<file path="src/rtl/controlador_barrido_display.sv">
// Four-digit multiplexed display scanner with PWM brightness, blink and leading-zero blanking.
// Outputs are registered one clock after state; configuration is double-buffered and swaps at frame end.
module controlador_barrido_display #(
  parameter int P_DIV_PWM          = 6250,
  parameter int P_CUADROS_PARPADEO = 62
) (
  input  logic        i_Reloj,
  input  logic        i_Reset,
  input  logic [15:0] i_Datos,
  input  logic [3:0]  i_Habilitar,
  input  logic [3:0]  i_Brillo,
  input  logic [3:0]  i_Parpadeo,
  input  logic        i_Suprimir_Ceros,
  input  logic        i_Cargar,
  output logic [1:0]  o_Sel,
  output logic [3:0]  o_Dato,
  output logic [3:0]  o_Anodos,
  output logic        o_Fin_Cuadro,
  output logic        o_Ocupado
);

  localparam int W_PRE = (P_DIV_PWM > 1) ? $clog2(P_DIV_PWM) : 1;
  localparam int W_CUA = (P_CUADROS_PARPADEO > 1) ? $clog2(P_CUADROS_PARPADEO) : 1;
  localparam logic [W_PRE-1:0] PRE_MAX = W_PRE'(P_DIV_PWM - 1);
  localparam logic [W_CUA-1:0] CUA_MAX = W_CUA'(P_CUADROS_PARPADEO - 1);

  typedef struct packed {
    logic [15:0] datos;
    logic [3:0]  habilitar;
    logic [3:0]  brillo;
    logic [3:0]  parpadeo;
    logic        suprimir;
  } cfg_t;

  cfg_t             entrada;
  cfg_t             sombra;
  cfg_t             activa;
  cfg_t             activa_sig;
  logic [W_PRE-1:0] pre;
  logic [W_PRE-1:0] pre_sig;
  logic [3:0]       paso;
  logic [3:0]       paso_sig;
  logic [1:0]       sel_sig;
  logic [W_CUA-1:0] cuadro;
  logic [W_CUA-1:0] cuadro_sig;
  logic             fase;
  logic             fase_sig;
  logic             fin_ahora;
  logic             fin_sig;
  logic             transferir;
  logic [3:0]       ceros;
  logic             encender;
  logic [3:0]       anodos_sig;
  logic [3:0]       dato_sig;

  assign entrada = {i_Datos, i_Habilitar, i_Brillo, i_Parpadeo, i_Suprimir_Ceros};

  always_comb begin
    pre_sig    = pre + 1'b1;
    paso_sig   = paso;
    sel_sig    = o_Sel;
    cuadro_sig = cuadro;
    fase_sig   = fase;
    if (pre == PRE_MAX) begin
      pre_sig  = '0;
      paso_sig = paso + 4'd1;
      if (paso == 4'd15) begin
        sel_sig = o_Sel + 2'd1;
      end
    end

    fin_ahora = (o_Sel == 2'd3) && (paso == 4'd15) && (pre == PRE_MAX);
    // A load landing on the frame-end edge wins: the swap waits one more frame.
    transferir = fin_ahora && o_Ocupado && !i_Cargar;
    activa_sig = transferir ? sombra : activa;

    if (fin_ahora) begin
      if (cuadro == CUA_MAX) begin
        cuadro_sig = '0;
        fase_sig   = ~fase;
      end else begin
        cuadro_sig = cuadro + 1'b1;
      end
    end

    ceros    = 4'b0000;
    ceros[3] = (activa_sig.datos[15:12] == 4'd0);
    ceros[2] = ceros[3] && (activa_sig.datos[11:8] == 4'd0);
    ceros[1] = ceros[2] && (activa_sig.datos[7:4] == 4'd0);

    // Everything below is evaluated for the position the counters move to, so the
    // registered outputs line up with o_Sel in the same cycle.
    encender = activa_sig.habilitar[sel_sig]
            && (paso_sig < activa_sig.brillo)
            && !((paso_sig == 4'd0) && (pre_sig == '0))
            && !(fase_sig && activa_sig.parpadeo[sel_sig])
            && !(activa_sig.suprimir && ceros[sel_sig]);

    anodos_sig = encender ? ~(4'b0001 << sel_sig) : 4'b1111;
    dato_sig   = activa_sig.datos[{sel_sig, 2'b00} +: 4];
    fin_sig    = (sel_sig == 2'd3) && (paso_sig == 4'd15) && (pre_sig == PRE_MAX);
  end

  always_ff @(posedge i_Reloj) begin
    if (!i_Reset) begin
      pre          <= '0;
      paso         <= 4'd0;
      o_Sel        <= 2'd0;
      cuadro       <= '0;
      fase         <= 1'b0;
      sombra       <= '0;
      activa       <= '0;
      o_Ocupado    <= 1'b0;
      o_Anodos     <= 4'b1111;
      o_Dato       <= 4'd0;
      o_Fin_Cuadro <= 1'b0;
    end else begin
      pre          <= pre_sig;
      paso         <= paso_sig;
      o_Sel        <= sel_sig;
      cuadro       <= cuadro_sig;
      fase         <= fase_sig;
      activa       <= activa_sig;
      o_Anodos     <= anodos_sig;
      o_Dato       <= dato_sig;
      o_Fin_Cuadro <= fin_sig;
      if (i_Cargar) begin
        sombra    <= entrada;
        o_Ocupado <= 1'b1;
      end else if (transferir) begin
        o_Ocupado <= 1'b0;
      end
    end
  end

endmodule

</file>
<file path="config.mk">
export PLATFORM = sky130hd
export DESIGN_NAME = controlador_barrido_display
export DESIGN_NICKNAME = d
export VERILOG_FILES = /design/src/rtl/controlador_barrido_display.sv
export SDC_FILE = /design/constraint.sdc
export NUM_CORES = 1
export LEC_CHECK = 0
export CORE_AREA = 2 2 117 96
export CTS_BUF_LIST = sky130_fd_sc_hd__clkbuf_4 sky130_fd_sc_hd__clkbuf_8 sky130_fd_sc_hd__clkbuf_16
export CTS_CLUSTER_SIZE = 40
export DETAILED_ROUTE_END_ITERATION = 8
export DIE_AREA = 0 0 119 98
export GPL_ROUTABILITY_DRIVEN = 1
export GPL_TIMING_DRIVEN = 0
export SLEW_MARGIN = 15
export SYNTH_ARGS = -nofsm -noshare
export SYNTH_HDL_FRONTEND = slang
export SYNTH_SLANG_ARGS = --single-unit
</file>
<file path="constraint.sdc">
create_clock -name i_Reloj -period 4.4 [get_ports i_Reloj]
set_input_delay 0.88 -clock i_Reloj [delete_from_list [all_inputs] [get_ports i_Reloj]]
set_output_delay 0.88 -clock i_Reloj [all_outputs]
set_load 0.01 [all_outputs]
</file>
==> summary.md <==
| Metric | Value |
|---|---|
| TritonRoute pass-1 iters | 5 |
| Clock Tree Root | clkbuf_16 |
| H-tree depth | 3 |
| Top-count cell post-synth | dfxtp_1 |
| Final GP Congestion | 0.861 |
| Synth area leader | dfxtp_1 |
| Share of layout cells above drive strength 1 | 6.48% |
| Layout fillers | 1001 |
| Ports | 44 |
| Hold path depth | 2 |
| Total wire length | 11100 um |
| Largest net degree at the start of global routing | 15 |
| Final ANT Viol Nets | 0 |
| Critical path capture point type | register |
| Final global-route overflow total | 0 |
| Synth warn | 0 |
| Register-to-register setup slack | 430 ps |
| CP top delay family | simple AND/OR/NAND/NOR gates |
| Number of flops mapped to enable cells by yosys | 0 |
| Ant. Diodes | 0 |
| Nets | 607 |
| Critical Path RT | 4590 ps |
| Drt wl/cell | 15.5 um |
| Crit share post-route | 90.3% |
| Buf/Inv on CP | 3 |
| Power share of the clock group | 45.8% |
| Net Count, Synth | 554 |
| CP Launch Type | register |
| First-pass GRT wire length | 18300 um |
| Layout area overhead | 20.0% |
| Critical path type | reg2reg |
| Asr flop ratio synth | 0% |
| Max Cap Viol | 0 |
| R2R cell count | 14 |
| Number of buffers added on ports | 42 |
| Final setup TNS | 0 ps |
| Hold Crit Class | reg2reg |
| Post_cts resized | 0 |
| Outcome | completed |
| Core area | 10600 um2 |
| Pwr Density | 333 nW/um2 |
| Post-synthesis register bit count | 94 |
| Iteration-0 DRC Markers | 231 |
| Post-route clock skew | 7.21 ps |
| Clock Tree Buf Depth | 2 |
| Crit-path slowest cell | or4b_4 |
| Global-route usage over all layers | 19.9% |
| Synth Area per Inst | 8.99 um2 |
| Width of the chip | 119 um |
| Top post-synthesis cells by count | dfxtp_1, nand2_1, mux2i_1, nor2b_1, a21boi_0 |
| Critical path data arrival time | 4160 ps |
| Final Max Tran Viols | 0 |
| Initial antenna violation count | 0 |
| CTS tree | yes |
| Min-delay src | activa[11] |
| Drt drc | 0 |
| Initial core utilization | 43.6% |
| Setup-failing EPs final | 0 |
| DP HPWL | 8330 um |
| Sw Ratio | 21.0% |
| Worst slew pin tran | 826 ps |
| Clock transition at path regs | 60 ps |
| Max incr delay on CP | 490 ps |
| Hold-fix buffers at CTS | 0 |
| Critical-path maximum fanout | 10 |
| Via count | 3748 |
| Unique masters post-synth | 54 |
| Reg2reg end | o_Anodos[2] |
| Inserted Clock Buffers | 9 |
| Post-synth top area share | 40.8% |
| Die area | 11700 um2 |
| Max VDD drop | 0.000221 V |
| Combinational power share | 6.0% |
| Setup bufs post-CTS | 0 |
| Top cells by area, synth | dfxtp_1, mux2i_1, nand2_1 |
| Hold Path End | activa[11] |
| Upper clock frequency limit | 0.252 GHz |
| RSZ-0062 raised after global routing | false |
| Clk sink count | 94 |
| Vias in the first global route | 3496 |
| Cells after Synth | 513 |
| CP dominant cell by count | ha_1 |
| Row cnt | 34 |
| R2R Path Start | pre[0] |
| DIE HEIGHT | 98 um |
| Psw | 0.387 mW |
| Internal Power | 1.46 mW |
| Slew HR | 44.5% |
| Hold Fails Final Rpt | 0 |
| Clock latency on the worst-skew pair | 340 ps |
| Share of power burned in registers | 48.2% |
| Post-Syn Area | 4610 um2 |
| Pwr Total | 1.84 mW |
| Register area share after synthesis | 40.8% |
| Worst path cell trace | ha_1 -> or4b_4 -> or2_1 -> buf_6 -> or3_1 -> buf_4 -> clkbuf_1 -> mux2i_1 -> ha_1 -> o21a_1 -> o21ai_0 -> a31oi_1 -> nor4_2 -> nand4_1 |
| Main synth FF type | dfxtp_1 |
| Crit path time final | 3970 ps |
| Leakage power | 2.01 nW |
| Vias per inst | 5.24 |
## routing by layer
metal	GRT usage, %	part of all wire [%]	routed length [um]
met2	28.0	42	4610
met3	4.26	4.1	456
met5	0	0	0
met1	29.6	53	5880
met4	7.05	1.5	162
## cells in the final DEF (no fill, tap or decap), drive strengths merged, types with 15 or more instances in the layout
master and instances:
a21boi 28, clkbuf 34, clkdlybuf4s50 42, dfxtp 94, mux2i 45, nand2 91, nand3 17, nor2 24
nor2b 41, xnor2 15
## kinds of logic after synthesis
family | Yosys count | share of synthesized area [%]
compound gates | 65 | 11.3
xor+xnor | 24 | 4.72
fa+ha+maj | 9 | 2.44
buf+inv | 33 | 3.17
flops | 94 | 40.8
mux | 49 | 11.1
simple gates | 239 | 26.5
## final cells by class
cell class | count | area [um2] | share of cell area [%]
inverter | 3 | 11.3 | 0.203
timing repair buffer | 42 | 420 | 7.59
clock buffer | 13 | 255 | 4.61
sequential | 94 | 1880 | 34.0
clock inverter | 3 | 68.8 | 1.24
tap | 144 | 180 | 3.25
buffer | 30 | 135 | 2.44
multi-input combinational | 386 | 2580 | 46.7
## per-stage QoR
step	setup slack (ps)	instance area [um2]	instances	utilization, %	hold slack, ps
floorplan	994	4610	513	-	438
global placement	440	5210	699	49.2	451
detailed placement	438	5210	699	49.2	457
CTS	417	5540	715	52.3	469
global route	98.7	5540	715	52.3	484
finish	426	5540	715	52.3	467
## worst register-to-register path: stages (launching register included)
cell and delay (ps):
dfxtp_1 460, ha_1 200, or4b_4 490, or2_1 250, buf_6 140, or3_1 360, buf_4 190, clkbuf_1 290
mux2i_1 290, ha_1 260, o21a_1 100, o21ai_0 140, a31oi_1 90, nor4_2 400, nand4_1 170
## power by group through the flow
stage	sequential [mW]	clock, mW	combinational [mW]
4_1_cts	0.888	0.861	0.112
3_3_place_gp	0.907	0	0.110
6_report	0.889	0.846	0.110
3_5_place_dp	0.908	0	0.111
2_1_floorplan	0.901	0	0.0650
5_1_grt	0.891	0.899	0.121
## worst max-delay path by stage
stage | slack (ps) | from | to | cells after the start
CTS | 420 | pre[0] | o_Anodos[3] | 14
global route | 100 | pre[0] | o_Anodos[0] | 14
finish | 430 | pre[0] | o_Anodos[2] | 14
global placement | 440 | pre[0] | o_Anodos[2] | 14
detailed placement | 440 | pre[0] | o_Anodos[3] | 14
floorplan | 990 | pre[0] | o_Anodos[2] | 14
## registers in the layout, summed over array words and instances, names as in the netlist
signal / count
o_Dato: 4
o_Fin_Cuadro: 1
sombra: 29
paso: 4
fase: 1
activa: 29
o_Anodos: 4
pre: 13
o_Ocupado: 1
o_Sel: 2
cuadro: 6
No activity file was read; power rests on OpenSTA's default activity.
